==> src/rtl/op_centric_deque_tagged.sv <==
`default_nettype none
// +--------------------------------------------------------------------------+
// | Module  : op_centric_deque_tagged                                        |
// | Brief   : Tagged double-ended queue with six operation ports, a          |
// |           lowest-free tag pool, CAM-based update/delete by tag and       |
// |           one committed operation per cycle.                             |
// | Option  : OCQ_RR_ARB_EN selects round-robin arbitration. When it is not  |
// |           defined, fixed priority applies:                               |
// |           del > upd > deq_front > deq_back > enq_front > enq_back.       |
// | Rev     : 1.0  initial release                                           |
// +--------------------------------------------------------------------------+
module op_centric_deque_tagged #(
  parameter int p_depth     = 8,
  parameter int p_chanwidth = 32,
  parameter int p_ptrwidth  = $clog2(p_depth)
) (
  input  logic                   clk,
  input  logic                   rst,
  input  logic                   enq_back_en,
  input  logic [p_chanwidth-1:0] enq_back_data,
  output logic                   enq_back_cpl,
  output logic [p_ptrwidth-1:0]  enq_back_tag_out,
  input  logic                   enq_front_en,
  input  logic [p_chanwidth-1:0] enq_front_data,
  output logic                   enq_front_cpl,
  output logic [p_ptrwidth-1:0]  enq_front_tag_out,
  input  logic                   deq_front_en,
  output logic                   deq_front_cpl,
  output logic [p_chanwidth-1:0] deq_front_data,
  input  logic                   deq_back_en,
  output logic                   deq_back_cpl,
  output logic [p_chanwidth-1:0] deq_back_data,
  input  logic                   upd_en,
  input  logic [p_ptrwidth-1:0]  upd_tag_in,
  input  logic [p_chanwidth-1:0] upd_data_in,
  output logic                   upd_cpl,
  output logic                   upd_err,
  input  logic                   del_en,
  input  logic [p_ptrwidth-1:0]  del_tag_in,
  output logic                   del_cpl,
  output logic                   del_err,
  output logic [p_ptrwidth:0]    count,
  output logic                   full,
  output logic                   empty
);

  // Port indices, also the fixed-priority order (lower index wins)
  localparam logic [2:0] c_del       = 3'd0;
  localparam logic [2:0] c_upd       = 3'd1;
  localparam logic [2:0] c_deq_front = 3'd2;
  localparam logic [2:0] c_deq_back  = 3'd3;
  localparam logic [2:0] c_enq_front = 3'd4;
  localparam logic [2:0] c_enq_back  = 3'd5;
  localparam int         c_nports    = 6;

  localparam logic [p_ptrwidth:0] c_depth_cnt = (p_ptrwidth+1)'(p_depth);
  localparam logic [p_ptrwidth:0] c_one       = (p_ptrwidth+1)'(1);

  // Ordered slot storage; slot 0 is the front, valid entries are compacted low
  logic [p_ptrwidth-1:0]  r_tag  [p_depth];
  logic [p_chanwidth-1:0] r_data [p_depth];
  logic [p_depth-1:0]     r_occ;
  logic [p_depth-1:0]     r_free;

  logic [p_ptrwidth-1:0]  w_nxt_tag  [p_depth];
  logic [p_chanwidth-1:0] w_nxt_data [p_depth];
  logic [p_depth-1:0]     w_nxt_occ;
  logic [p_depth-1:0]     w_nxt_free;
  logic [p_ptrwidth:0]    w_nxt_count;

  logic [c_nports-1:0]    w_req;
  logic                   w_any;
  logic [2:0]             w_win;
  logic [p_ptrwidth-1:0]  w_cam_tag;
  logic [p_ptrwidth-1:0]  w_hit_idx;
  logic                   w_hit;
  logic [p_ptrwidth-1:0]  w_alloc_tag;
  logic [p_ptrwidth-1:0]  w_back_tag;
  logic [p_chanwidth-1:0] w_back_data;

  // A port whose cpl is currently high sits out this cycle's arbitration
  assign w_req = {enq_back_en  & ~enq_back_cpl  & ~full,
                  enq_front_en & ~enq_front_cpl & ~full,
                  deq_back_en  & ~deq_back_cpl  & ~empty,
                  deq_front_en & ~deq_front_cpl & ~empty,
                  upd_en       & ~upd_cpl,
                  del_en       & ~del_cpl};
  assign w_any = |w_req;

`ifdef OCQ_RR_ARB_EN
  logic [2:0] r_rr_ptr;
  logic [3:0] w_sum;

  // Round-robin: first requester at or after the rotating pointer
  always_comb begin
    w_win = c_del;
    w_sum = '0;
    for (int k = c_nports-1; k >= 0; k--) begin
      w_sum = {1'b0, r_rr_ptr} + 4'(k);
      if (w_sum >= 4'(c_nports)) w_sum = w_sum - 4'(c_nports);
      if (w_req[w_sum[2:0]]) w_win = w_sum[2:0];
    end
  end

  // Pointer moves to one past the last winner
  always_ff @(posedge clk or negedge rst) begin
    if (!rst) r_rr_ptr <= c_del;
    else if (w_any) r_rr_ptr <= (w_win == c_enq_back) ? c_del : w_win + 3'd1;
  end
`else
  // Fixed priority: lowest requesting index wins
  always_comb begin
    w_win = c_del;
    for (int k = c_nports-1; k >= 0; k--) begin
      if (w_req[k]) w_win = 3'(k);
    end
  end
`endif

  // Tag CAM over occupied slots, lowest-free tag pick and back-slot read
  always_comb begin
    w_cam_tag = (w_win == c_del) ? del_tag_in : upd_tag_in;
    w_hit     = 1'b0;
    w_hit_idx = '0;
    for (int i = p_depth-1; i >= 0; i--) begin
      if (r_occ[i] && (r_tag[i] == w_cam_tag)) begin
        w_hit     = 1'b1;
        w_hit_idx = p_ptrwidth'(i);
      end
    end
    w_alloc_tag = '0;
    for (int i = p_depth-1; i >= 0; i--) begin
      if (r_free[i]) w_alloc_tag = p_ptrwidth'(i);
    end
    w_back_tag  = '0;
    w_back_data = '0;
    for (int i = 0; i < p_depth; i++) begin
      if ((p_ptrwidth+1)'(i) == count - c_one) begin
        w_back_tag  = r_tag[i];
        w_back_data = r_data[i];
      end
    end
  end

  // Next slot contents, tag pool and count for the winning operation
  always_comb begin
    for (int i = 0; i < p_depth; i++) begin
      w_nxt_tag[i]  = r_tag[i];
      w_nxt_data[i] = r_data[i];
    end
    w_nxt_free  = r_free;
    w_nxt_count = count;
    if (w_any) begin
      case (w_win)
        c_del: begin
          if (w_hit) begin
            for (int i = 0; i < p_depth-1; i++) begin
              if (p_ptrwidth'(i) >= w_hit_idx) begin
                w_nxt_tag[i]  = r_tag[i+1];
                w_nxt_data[i] = r_data[i+1];
              end
            end
            w_nxt_tag[p_depth-1]  = '0;
            w_nxt_data[p_depth-1] = '0;
            w_nxt_free[w_cam_tag] = 1'b1;
            w_nxt_count           = count - c_one;
          end
        end
        c_upd: begin
          if (w_hit) w_nxt_data[w_hit_idx] = upd_data_in;
        end
        c_deq_front: begin
          for (int i = 0; i < p_depth-1; i++) begin
            w_nxt_tag[i]  = r_tag[i+1];
            w_nxt_data[i] = r_data[i+1];
          end
          w_nxt_tag[p_depth-1]  = '0;
          w_nxt_data[p_depth-1] = '0;
          w_nxt_free[r_tag[0]]  = 1'b1;
          w_nxt_count           = count - c_one;
        end
        c_deq_back: begin
          for (int i = 0; i < p_depth; i++) begin
            if ((p_ptrwidth+1)'(i) == count - c_one) begin
              w_nxt_tag[i]  = '0;
              w_nxt_data[i] = '0;
            end
          end
          w_nxt_free[w_back_tag] = 1'b1;
          w_nxt_count            = count - c_one;
        end
        c_enq_front: begin
          for (int i = p_depth-1; i > 0; i--) begin
            w_nxt_tag[i]  = r_tag[i-1];
            w_nxt_data[i] = r_data[i-1];
          end
          w_nxt_tag[0]            = w_alloc_tag;
          w_nxt_data[0]           = enq_front_data;
          w_nxt_free[w_alloc_tag] = 1'b0;
          w_nxt_count             = count + c_one;
        end
        c_enq_back: begin
          for (int i = 0; i < p_depth; i++) begin
            if ((p_ptrwidth+1)'(i) == count) begin
              w_nxt_tag[i]  = w_alloc_tag;
              w_nxt_data[i] = enq_back_data;
            end
          end
          w_nxt_free[w_alloc_tag] = 1'b0;
          w_nxt_count             = count + c_one;
        end
        default: ;
      endcase
    end
    for (int i = 0; i < p_depth; i++) begin
      w_nxt_occ[i] = ((p_ptrwidth+1)'(i) < w_nxt_count);
    end
  end

  // Commit state and register the winner's completion, error and result
  always_ff @(posedge clk or negedge rst) begin
    if (!rst) begin
      for (int i = 0; i < p_depth; i++) begin
        r_tag[i]  <= '0;
        r_data[i] <= '0;
      end
      r_occ             <= '0;
      r_free            <= '1;
      count             <= '0;
      full              <= 1'b0;
      empty             <= 1'b1;
      enq_back_cpl      <= 1'b0;
      enq_front_cpl     <= 1'b0;
      deq_front_cpl     <= 1'b0;
      deq_back_cpl      <= 1'b0;
      upd_cpl           <= 1'b0;
      del_cpl           <= 1'b0;
      upd_err           <= 1'b0;
      del_err           <= 1'b0;
      enq_back_tag_out  <= '0;
      enq_front_tag_out <= '0;
      deq_front_data    <= '0;
      deq_back_data     <= '0;
    end else begin
      for (int i = 0; i < p_depth; i++) begin
        r_tag[i]  <= w_nxt_tag[i];
        r_data[i] <= w_nxt_data[i];
      end
      r_occ         <= w_nxt_occ;
      r_free        <= w_nxt_free;
      count         <= w_nxt_count;
      full          <= (w_nxt_count == c_depth_cnt);
      empty         <= (w_nxt_count == '0);
      enq_back_cpl  <= 1'b0;
      enq_front_cpl <= 1'b0;
      deq_front_cpl <= 1'b0;
      deq_back_cpl  <= 1'b0;
      upd_cpl       <= 1'b0;
      del_cpl       <= 1'b0;
      upd_err       <= 1'b0;
      del_err       <= 1'b0;
      if (w_any) begin
        case (w_win)
          c_del: begin
            del_cpl <= 1'b1;
            del_err <= ~w_hit;
          end
          c_upd: begin
            upd_cpl <= 1'b1;
            upd_err <= ~w_hit;
          end
          c_deq_front: begin
            deq_front_cpl  <= 1'b1;
            deq_front_data <= r_data[0];
          end
          c_deq_back: begin
            deq_back_cpl  <= 1'b1;
            deq_back_data <= w_back_data;
          end
          c_enq_front: begin
            enq_front_cpl     <= 1'b1;
            enq_front_tag_out <= w_alloc_tag;
          end
          c_enq_back: begin
            enq_back_cpl     <= 1'b1;
            enq_back_tag_out <= w_alloc_tag;
          end
          default: ;
        endcase
      end
    end
  end

endmodule
`default_nettype wire

==> config.mk <==
export PLATFORM = sky130hd
export DESIGN_NAME = op_centric_deque_tagged
export DESIGN_NICKNAME = d
export VERILOG_FILES = /design/src/rtl/op_centric_deque_tagged.sv
export SDC_FILE = /design/constraint.sdc
export NUM_CORES = 1
export LEC_CHECK = 0
export ABC_AREA = 1
export BUFFER_PORTS_ARGS = -buffer_cell sky130_fd_sc_hd__buf_2
export CAP_MARGIN = 20
export CORE_AREA = 8 8 267 321
export DETAILED_ROUTE_END_ITERATION = 6
export DIE_AREA = 0 0 275 329
export SYNTH_ARGS = -nofsm -noshare
export SYNTH_HDL_FRONTEND = slang
export SYNTH_SLANG_ARGS = --single-unit
export TNS_END_PERCENT = 10
==> constraint.sdc <==
create_clock -name clk -period 6.1 [get_ports clk]
set_input_delay 1.22 -clock clk [delete_from_list [all_inputs] [get_ports clk]]
set_output_delay 1.22 -clock clk [all_outputs]
set_load 0.005 [all_outputs]
After elaboration in Yosys (flattened, before gate mapping)
Cells that the tools add are included.
{"block": "totals", "register_bits": 380, "out_inout_bits": 84, "word_cells": 312}
{"block": "op_classes", "addsub": 2, "magnitude_cmp": 25, "n_eq_ne": 53, "muxes": 130, "bitwise": 25, "n_reduce_logical": 44}
{"cell": "$pmux 256 s6", "count": 1}
{"cell": "$mux 32", "count": 32}
{"cell": "$mux 256", "count": 2}
{"cell": "$bwmux 256", "count": 1}
{"cell": "$mux 3", "count": 54}
{"cell": "$pmux 24 s5", "count": 1}
{"cell": "$demux 32 s3", "count": 1}
{"cell": "$reduce_and 7->1", "count": 7}
{"cell": "$reduce_and 6->1", "count": 8}
{"cell": "$ne 2x2->1 const B", "count": 18}
{"cell": "$eq 3x4->1 const A", "count": 8}
{"cell": "$pmux 8 s4", "count": 1}
{"cell": "$mux 1", "count": 28}
{"cell": "$eq 3x3->1", "count": 8}
{"cell": "$mux 24", "count": 1}
{"cell": "$or 8x8->8", "count": 3}
{"cell": "$eq 2x4->1 const A", "count": 4}
{"cell": "$lt 3x4->1 const A", "count": 4}
{"cell": "$lt 3x4->1 const B", "count": 4}
{"cell": "$ne 2x1->1 const B", "count": 7}
{"cell": "$logic_and 1x1->1", "count": 13}
{"cell": "$demux 1 s3", "count": 4}
{"cell": "$ge 3x1->1 const B", "count": 4}
{"cell": "$logic_not 4->1", "count": 3}
{"cell": "31 further kinds", "count": 62}

Logic depth before layout (Yosys ltp)
Gate-level depths: netlist of the first run.
{"block": "logic_depth", "ltp_word": 29, "depth_mapped": 30, "mapped_depth_nobuf": 28}

Least setup slack after synthesis of the first run
No wires, ideal clock.
{"block": "synth_timing", "path_type": "input to register", "start": "input del_en", "end": "register r_data[216] (netlist bit)", "setup_ns": 0.133, "t_arrival_ns": 3.533, "required_time_ns": 5.967, "slack_ns": 2.435, "path_stages": 23, "path_buffers": 3, "path_cell_list": "inv_1 or2_4 nand2_2 inv_1 o21ai_4 nand3_2 nand2_1 buf_6 nor2_1 nor2_1 nand2_2 nand2_2 inv_2 nand2_1 nor2_1 a21oi_2 buf_2 buf_2 nand4_1 nand2_1 nand2_1 nand2_1 a21oi_1"}
{"block": "synth_between", "elab_chain_cells": 22, "word_cells_on_any_way": 59, "classes_between": "order compare (3); eq/ne (18); mux (23); bitwise (2); reduce/logical (13)"}
{"item": "from (decl)", "line_no": "38", "rtl": "input logic del_en,"}
{"item": "$and 1x1->1 *", "line_no": "87", "rtl": "del_en & ~del_cpl};"}
{"item": "$mux 3", "line_no": "115", "rtl": "if (w_req[k]) w_win = 3'(k);"}
{"item": "$logic_not 3->1", "line_no": "122, 154"}
{"item": "$mux 3", "line_no": "122", "rtl": "w_cam_tag = (w_win == c_del) ? del_tag_in : upd_tag_in;"}
{"item": "$eq 3x3->1", "line_no": "126", "rtl": "if (r_occ[i] && (r_tag[i] == w_cam_tag)) begin"}
{"item": "$logic_and 1x1->1", "line_no": "126"}
{"item": "$mux 3 (8 in series)", "line_no": "126"}
{"item": "$not 3->4 (implied by the code)", "line_no": "170", "rtl": "if (w_hit) w_nxt_data[w_hit_idx] = upd_data_in;"}
{"item": "$ge 4x4->1 (implied by the code) / $lt 4x1->1 (equally long branches)", "line_no": "170"}
{"item": "$logic_and 1x1->1 (implied by the code)", "line_no": "170"}
{"item": "$mux 32 (implied by the code)", "line_no": "170"}
{"item": "$demux 32 s3", "line_no": "170"}
{"item": "$bwmux 256", "line_no": "170"}
{"item": "$mux 256", "line_no": "170"}
{"item": "$pmux 256 s6", "line_no": "154", "rtl": "case (w_win)"}
{"item": "to (signal, indexed assignment)", "line_no": "247", "rtl": "r_data[i] <= w_nxt_data[i];"}
{"item": "to (decl)", "line_no": "61", "rtl": "logic [p_chanwidth-1:0] r_data [p_depth];"}
Every way passes the cells marked *; elsewhere a longest branch is shown, timed or not. The select of a mux whose other input is x is not followed.
A chain may end at the register's enable or synchronous reset.

Final worst setup path of the first run
{"block": "layout_timing", "start": "input enq_back_en", "end": "register r_data[208] (netlist bit)"}
{"block": "layout_between", "elab_chain_cells": 28, "word_cells_on_any_way": 65, "classes_between": "order compare (3); eq/ne (18); mux (28); bitwise (3); reduce/logical (13)"}
{"item": "from (decl)", "line_no": "19", "rtl": "input logic enq_back_en,"}
{"item": "$and 1x1->1 * (2 in series)", "line_no": "82", "rtl": "assign w_req = {enq_back_en & ~enq_back_cpl & ~full,"}
{"item": "$mux 3 (6 in series)", "line_no": "115"}
{"item": "$logic_not 3->1", "line_no": "122, 154"}
{"item": "$mux 3", "line_no": "122"}
{"item": "$eq 3x3->1", "line_no": "126"}
{"item": "$logic_and 1x1->1", "line_no": "126"}
{"item": "$mux 3 (8 in series)", "line_no": "126"}
{"item": "$not 3->4 (implied by the code)", "line_no": "170"}
{"item": "$ge 4x4->1 (implied by the code) / $lt 4x1->1 (equally long branches)", "line_no": "170"}
{"item": "$logic_and 1x1->1 (implied by the code)", "line_no": "170"}
{"item": "$mux 32 (implied by the code)", "line_no": "170"}
{"item": "$demux 32 s3", "line_no": "170"}
{"item": "$bwmux 256", "line_no": "170"}
{"item": "$mux 256", "line_no": "170"}
{"item": "$pmux 256 s6", "line_no": "154"}
Marked as above.

==> metrics.csv, run 1 <==
metric,value,unit
synthArstFlopShare,1.00,
worstMarginPinSlew,1040,ps
gr-usage-all-layers,0.251,
antenna_found_initial,2,
leakage,16.5,nW
postCtsSetupRepairBufs,0,
die_height,329,um
crit_family,simple AND/OR/NAND/NOR gates,
grt_pass1_wl,180,mm
synth.distinct_cells,45,
antenna_cells,0,
power_density,648,nW/um^2
cp_max_fo,35,
rows,115,
crit_path_start_kind,primary input,
slowest_stage,nand2_4,
num_vias,31108,
slowest_delay,420,ps
hold_viol,0,
timing.final.crit_period,4260,ps
max_cap_viol_count,0,
place_area,29700,sq um
drt_pre_antenna_iters,6,
drt_iter0_markers,3950,
final_antenna_net_count,0,
layout_commonest_cell,nand2_1,
fin_skew,22.0,ps
synth_flop_cell,dfrtp_1,
cpMostUsedCell,nand2_1,
synth_edf_count,0,
syn_area,27900,sq um
core_area,80900,sq um
worst_slack,1840,ps
rsz0062_at_grt,false,
power,20.2,mW
cp_num_buf_inv,4,
cts_tree,built,
fin_setup_tns,0,ps
hpwl,80.2,mm
grt_pass1_vias,28284,
critPathCaptureType,flop,
routedWlPerCell,20.8,um
cts_sinks,379,
holdBufCountCts,0,
mostFrequentLayoutCells,"1805 x nand2_1, 462 x a21oi_1, 450 x nand3_1",
area_delta_synth_final,11.8,%
whs_path_depth,2,
ys_ff_latch,379,
finalCoreUtilization,0.386,
reg2reg_depth,13,
io_pins,194,
cts_made_buffers,44,
ctsRootBufferMaster,clkbuf_16,
wirelength,117,mm
path_class,primary input to flop,
fin_area,31200,sq um
status,"complete, no violations",
maxSlewHeadroom,0.303,
die_w,275,um
cp.depth,27,
start_util,0.345,
die_area,90500,sq um
clock_latency,610,ps
ir_drop,560,uV
worstPathArrival,4700,ps
io_buffers,193,
drc_errors,0,
drive_above_1_share,0.0924,
post-route-period-util,0.698,
slew_violations,0,
cp.required,6540,ps
hp-class,flop to flop,
grt-ovfl-total,0,
syn_avg_cell_area,6.13,sq um
nets,4672,
yosysSeqAreaShare,0.340,
syn_inst,4553,
max_freq,0.235,GHz
syn_nets,4668,
gp_congestion,0.929,
synth_warnings,0,
post_cts_resized,0,
grt_max_degree,164,
h-tree-depth,2,
vias_per_cell,5.51,
cts_buffer_depth,3,
clkTransAtPathRegs,60,ps
pre_cts_slack,1310,ps
setup_viol,0,
-- registers in the layout, summed over array words and instances (netlist names), 3 cells and up --
| register | count |
|---|---|
| r_occ | 7 |
| r_tag | 24 |
| r_free | 8 |
| r_data | 256 |
| deq_front_data | 32 |
| count | 4 |
| deq_back_data | 32 |
| enq_front_tag_out | 3 |
| enq_back_tag_out | 3 |
-- worst reg2reg max path: cells and delay by family, from the launching register on --
| kind | cells | cell delay, ps |
|---|---|---|
| buf+inv | 2 | 890 |
| compound gates | 6 | 1110 |
| flops | 1 | 540 |
| fa+ha+maj | 1 | 280 |
| xor+xnor | 1 | 390 |
| simple gates | 3 | 800 |
-- where the power goes --
group	switching (mW)	total (mW)	internal [mW]
Combinational	8.92	12.5	3.63
Sequential	0.962	4.72	3.76
Clock	1.22	2.96	1.74
-- worst paths after layout --
| kind | start | to | slack (ps) |
|---|---|---|---|
| worst min register to register | deq_front_data[7]$_DFFE_PN0P_ | deq_front_data[7]$_DFFE_PN0P_ | 480 |
| min in group asynchronous | rst | r_data[40]$_DFFE_PN0P_ | 580 |
| worst min-delay path | deq_front_data[7]$_DFFE_PN0P_ | deq_front_data[7]$_DFFE_PN0P_ | 480 |
| max in group asynchronous | rst | deq_back_data[25]$_DFFE_PN0P_ | 4240 |
| worst max register to register | count[0]$_DFF_PN0_ | deq_back_data[2]$_DFFE_PN0P_ | 1980 |
| worst max-delay path | enq_back_en | r_data[208]$_DFFE_PN0P_ | 1840 |
-- cell families after synthesis --
group	synth area share
AND/OR/NAND/NOR	0.389
AO/OA/AOI/OAI	0.158
buffers and inverters	0.109
flip-flops	0.340
adder cells (fa/ha/maj)	0.00224
XOR/XNOR	0.00121
multiplexers	0.000806
-- synth_stat cells (2+ instances only) --
master     instances  area, sq um
a211oi_1           7         52.6
a21oi_1          462         2310
a21oi_2            2         17.5
a221oi_1           4         35.0
a2bb2oi_1         12          105
a31oi_1           11         68.8
buf_1             37          139
buf_2             84          420
buf_4             13         97.6
buf_6              2         22.5
clkbuf_1         168          631
clkinv_1           5         18.8
dfrtp_1          370         9260
dfstp_2            9          236
ha_1               5         62.6
inv_1            448         1680
inv_2              6         22.5
mux2_2             2         22.5
nand2_1         1808         6790
nand2_2           17          106
nand2_4            3         33.8
nand3_1          451         2260
nand3_2            4         40.0
nand4_1          149          932
nor2_1           106          398
nor2_2             5         31.3
nor2_4             6         67.6
nor3_1            14         70.1
o211ai_1          33          248
o21ai_0          220         1100
o21ai_1           10         50.1
o21bai_1           3         22.5
o221ai_1          23          201
o22ai_1           22          138
o311ai_0           2         17.5
or2_2             21          131
-- through the flow --
stage / hold WS [ps] / instances
after floorplan: 449 / 4553
after detailed placement: 465 / 5564
final: 475 / 5644
after global placement: 461 / 5564
after CTS: 481 / 5644
after global routing: 497 / 5644
-- routing by layer --
metal	GRT usage	share of wire	vias to the layer above	wire, um
met2	0.343	0.40	1731	46900
met1	0.384	0.47	14433	54600
li1	-	-	14747	-
met3	0.0544	0.10	195	12300
met4	0.0788	0.029	2	3450
met5	0	0.00014	-	16
-- layout make-up --
cell class,count,area (sq um)
fill,8846,49600
multi-input combinational,3411,15500
sequential,379,9500
inverter,459,1730
timing repair buffer,262,1660
tap,1053,1320
clock buffer,61,1260
clock inverter,19,288
Power figures use the tool's default switching activity.
==> run 2: changes to the inputs <==
- clock period: 6.1 -> 4.35 ns (I/O delays scaled with it)
==> metrics.csv, run 2 (synthesis gave the netlist of run 1 again) <==
metric,value,unit,change
ir_drop,716,uV,+28%
cp_num_buf_inv,3,,-1
area_delta_synth_final,14.5,%,
wirelength,120,mm,+2.2%
crit_family,simple AND/OR/NAND/NOR gates,,
grt-ovfl-total,0,,unchanged
cts_tree,built,,
clkTransAtPathRegs,60,ps,about the same
worst_slack,606,ps,-1230 ps
postCtsSetupRepairBufs,0,,unchanged
layout_commonest_cell,nand2_1,,
rows,115,,unchanged
crit_path_start_kind,flop,,
num_vias,31405,,+0.95%
slowest_delay,560,ps,+140 ps
io_buffers,193,,unchanged
cp_max_fo,32,,-8.6%
path_cells,"inv_1, nand3b_1, nand2_2, o21ai_4, nand2_4, nand2_2, nand2_2, nor2_1, nor2_1, nand2_1, nand2_2, inv_2, nand2_1, nor2_1, nor2_4, nand2_2, nand2_1, nand2_1, nor2_4, inv_2, nand2_1, nand2_1",,
h-tree-depth,2,,unchanged
die_height,329,um,unchanged
drive_above_1_share,0.103,,+0.0102
leakage,16.8,nW,+2.3%
maxSlewHeadroom,0.428,,+0.125
power,29.3,mW,+45%
rr_startpoint,empty$_DFF_PN1_,,
hpwl,83.1,mm,+3.6%
grt_pass1_wl,183,mm,+1.6%
clock_latency,620,ps,about the same
critPathCaptureType,flop,,
top_regs,"r_data x256, deq_back_data x32, deq_front_data x32",,
reg2reg_depth,22,,+9
holdBufCountCts,0,,unchanged
cp.depth,22,,-19%
rsz0062_at_grt,false,,
layout.cells.non_filler,5698,,+0.96%
gr-usage-all-layers,0.257,,+0.00599
status,"complete, no violations",,
start_util,0.345,,unchanged
r2r-end,r_data[184]$_DFFE_PN0P_,,
cp.required,4890,ps,-1650 ps
timing.final.crit_period,3740,ps,
fillers,8722,,-1.4%
endpoint,r_data[184]$_DFFE_PN0P_,,
post-route-period-util,0.861,,
worstPathArrival,4280,ps,-420 ps
post_cts_resized,0,,unchanged
mostFrequentLayoutCells,"1805 x nand2_1, 462 x a21oi_1, 450 x nand3_1",,
ctsRootBufferMaster,clkbuf_16,,
pre_cts_slack,167,ps,-1140 ps
fin_setup_tns,0,ps,unchanged
cts_buffer_depth,3,,unchanged
hp-class,primary input to async pin,,
nets,4725,,+1.1%
grt_max_degree,132,,-20%
die_area,90500,sq um,unchanged
dp.cells,5616,,+0.93%
max_freq,0.267,GHz,
cts_made_buffers,45,,+2.3%
drt_pre_antenna_iters,6,,unchanged
worstMarginPinSlew,858,ps,-186 ps
antenna_found_initial,2,,unchanged
worstSetupStartpoint,empty$_DFF_PN1_,,
cpMostUsedCell,nand2_1,,
hold_viol,0,,unchanged
fin_skew,31.3,ps,+9.30 ps
largest_reg_flops,256,,unchanged
rrSetupSlack,610,ps,-1370 ps
cts_sinks,379,,unchanged
gp_congestion,0.938,,+0.96%
vias_per_cell,5.51,,about the same
place_area,30400,sq um,+2.5%
io_pins,194,,unchanged
setup_viol,0,,unchanged
routedWlPerCell,21.0,um,+1.3%
drc_errors,0,,unchanged
power_density,915,nW/um^2,+41%
top_register,r_data,,
final_antenna_net_count,0,,unchanged
die_w,275,um,unchanged
grt_pass1_vias,28697,,+1.5%
fin_area,32000,sq um,+2.4%
slew_violations,0,,unchanged
path_class,flop to flop,,
drt_iter0_markers,3747,,-5.1%
core_area,80900,sq um,unchanged
max_cap_viol_count,0,,unchanged
slowest_stage,dfstp_2,,
-- run 2: per-layer routing --
layer / up-vias / share of wire / global-route usage
met5: - / 0.00025 / 0
met4: 4 / 0.022 / 0.0647
met3: 171 / 0.10 / 0.0544
met2: 1692 / 0.41 / 0.362
met1: 14677 / 0.47 / 0.391
li1: 14861 / - / -
-- run 2: worst min path at each step --
| stage | to | depth (start not counted) | startpoint | slack (ps) |
|---|---|---|---|---|
| floorplan | r_data[15]$_DFFE_PN0P_ | 2 | r_data[15]$_DFFE_PN0P_ | 450 |
| global route | r_data[41]$_DFFE_PN0P_ | 1 | rst | 250 |
| detailed placement | enq_back_tag_out[1]$_DFFE_PN0P_ | 2 | enq_back_tag_out[1]$_DFFE_PN0P_ | 470 |
| finish | r_data[41]$_DFFE_PN0P_ | 1 | rst | 220 |
| CTS | r_data[139]$_DFFE_PN0P_ | 1 | rst | 230 |
| global placement | enq_back_tag_out[1]$_DFFE_PN0P_ | 2 | enq_back_tag_out[1]$_DFFE_PN0P_ | 460 |
-- run 2: worst register-to-register path: stages, from the launching register on --
cell and delay (ps):
dfstp_2 560, inv_1 40, nand3b_1 100, nand2_2 100, o21ai_4 360, nand2_4 160
nand2_2 130, nand2_2 180, nor2_1 140, nor2_1 60, nand2_1 140, nand2_2 90
inv_2 90, nand2_1 80, nor2_1 310, nor2_4 90, nand2_2 80, nand2_1 60
nand2_1 120, nor2_4 50, inv_2 490, nand2_1 140, nand2_1 100
-- run 2: final cells by class --
type / count / area, sq um / area share
sequential: 379 / 9500 / 0.297
clock buffer: 69 / 1400 / 0.0437
multi-input combinational: 3411 / 15500 / 0.484
timing repair buffer: 314 / 2380 / 0.0746
tap: 1053 / 1320 / 0.0412
antenna: 2 / 5.00 / 0.000157
clock inverter: 11 / 160 / 0.00501
inverter: 459 / 1730 / 0.0541
-- run 2: power by group --
part	internal, mW	total, mW	switching (mW)
clock network	2.44	4.12	1.68
logic	5.70	18.5	12.8
registers	5.27	6.62	1.35
-- run 2: metrics by stage --
stage                     hold slack (ps)   util
after floorplan                       449      -
after global routing                  247  0.395
after detailed placement              466  0.376
final                                 223  0.395
after global placement                458  0.376
after CTS                             229  0.395
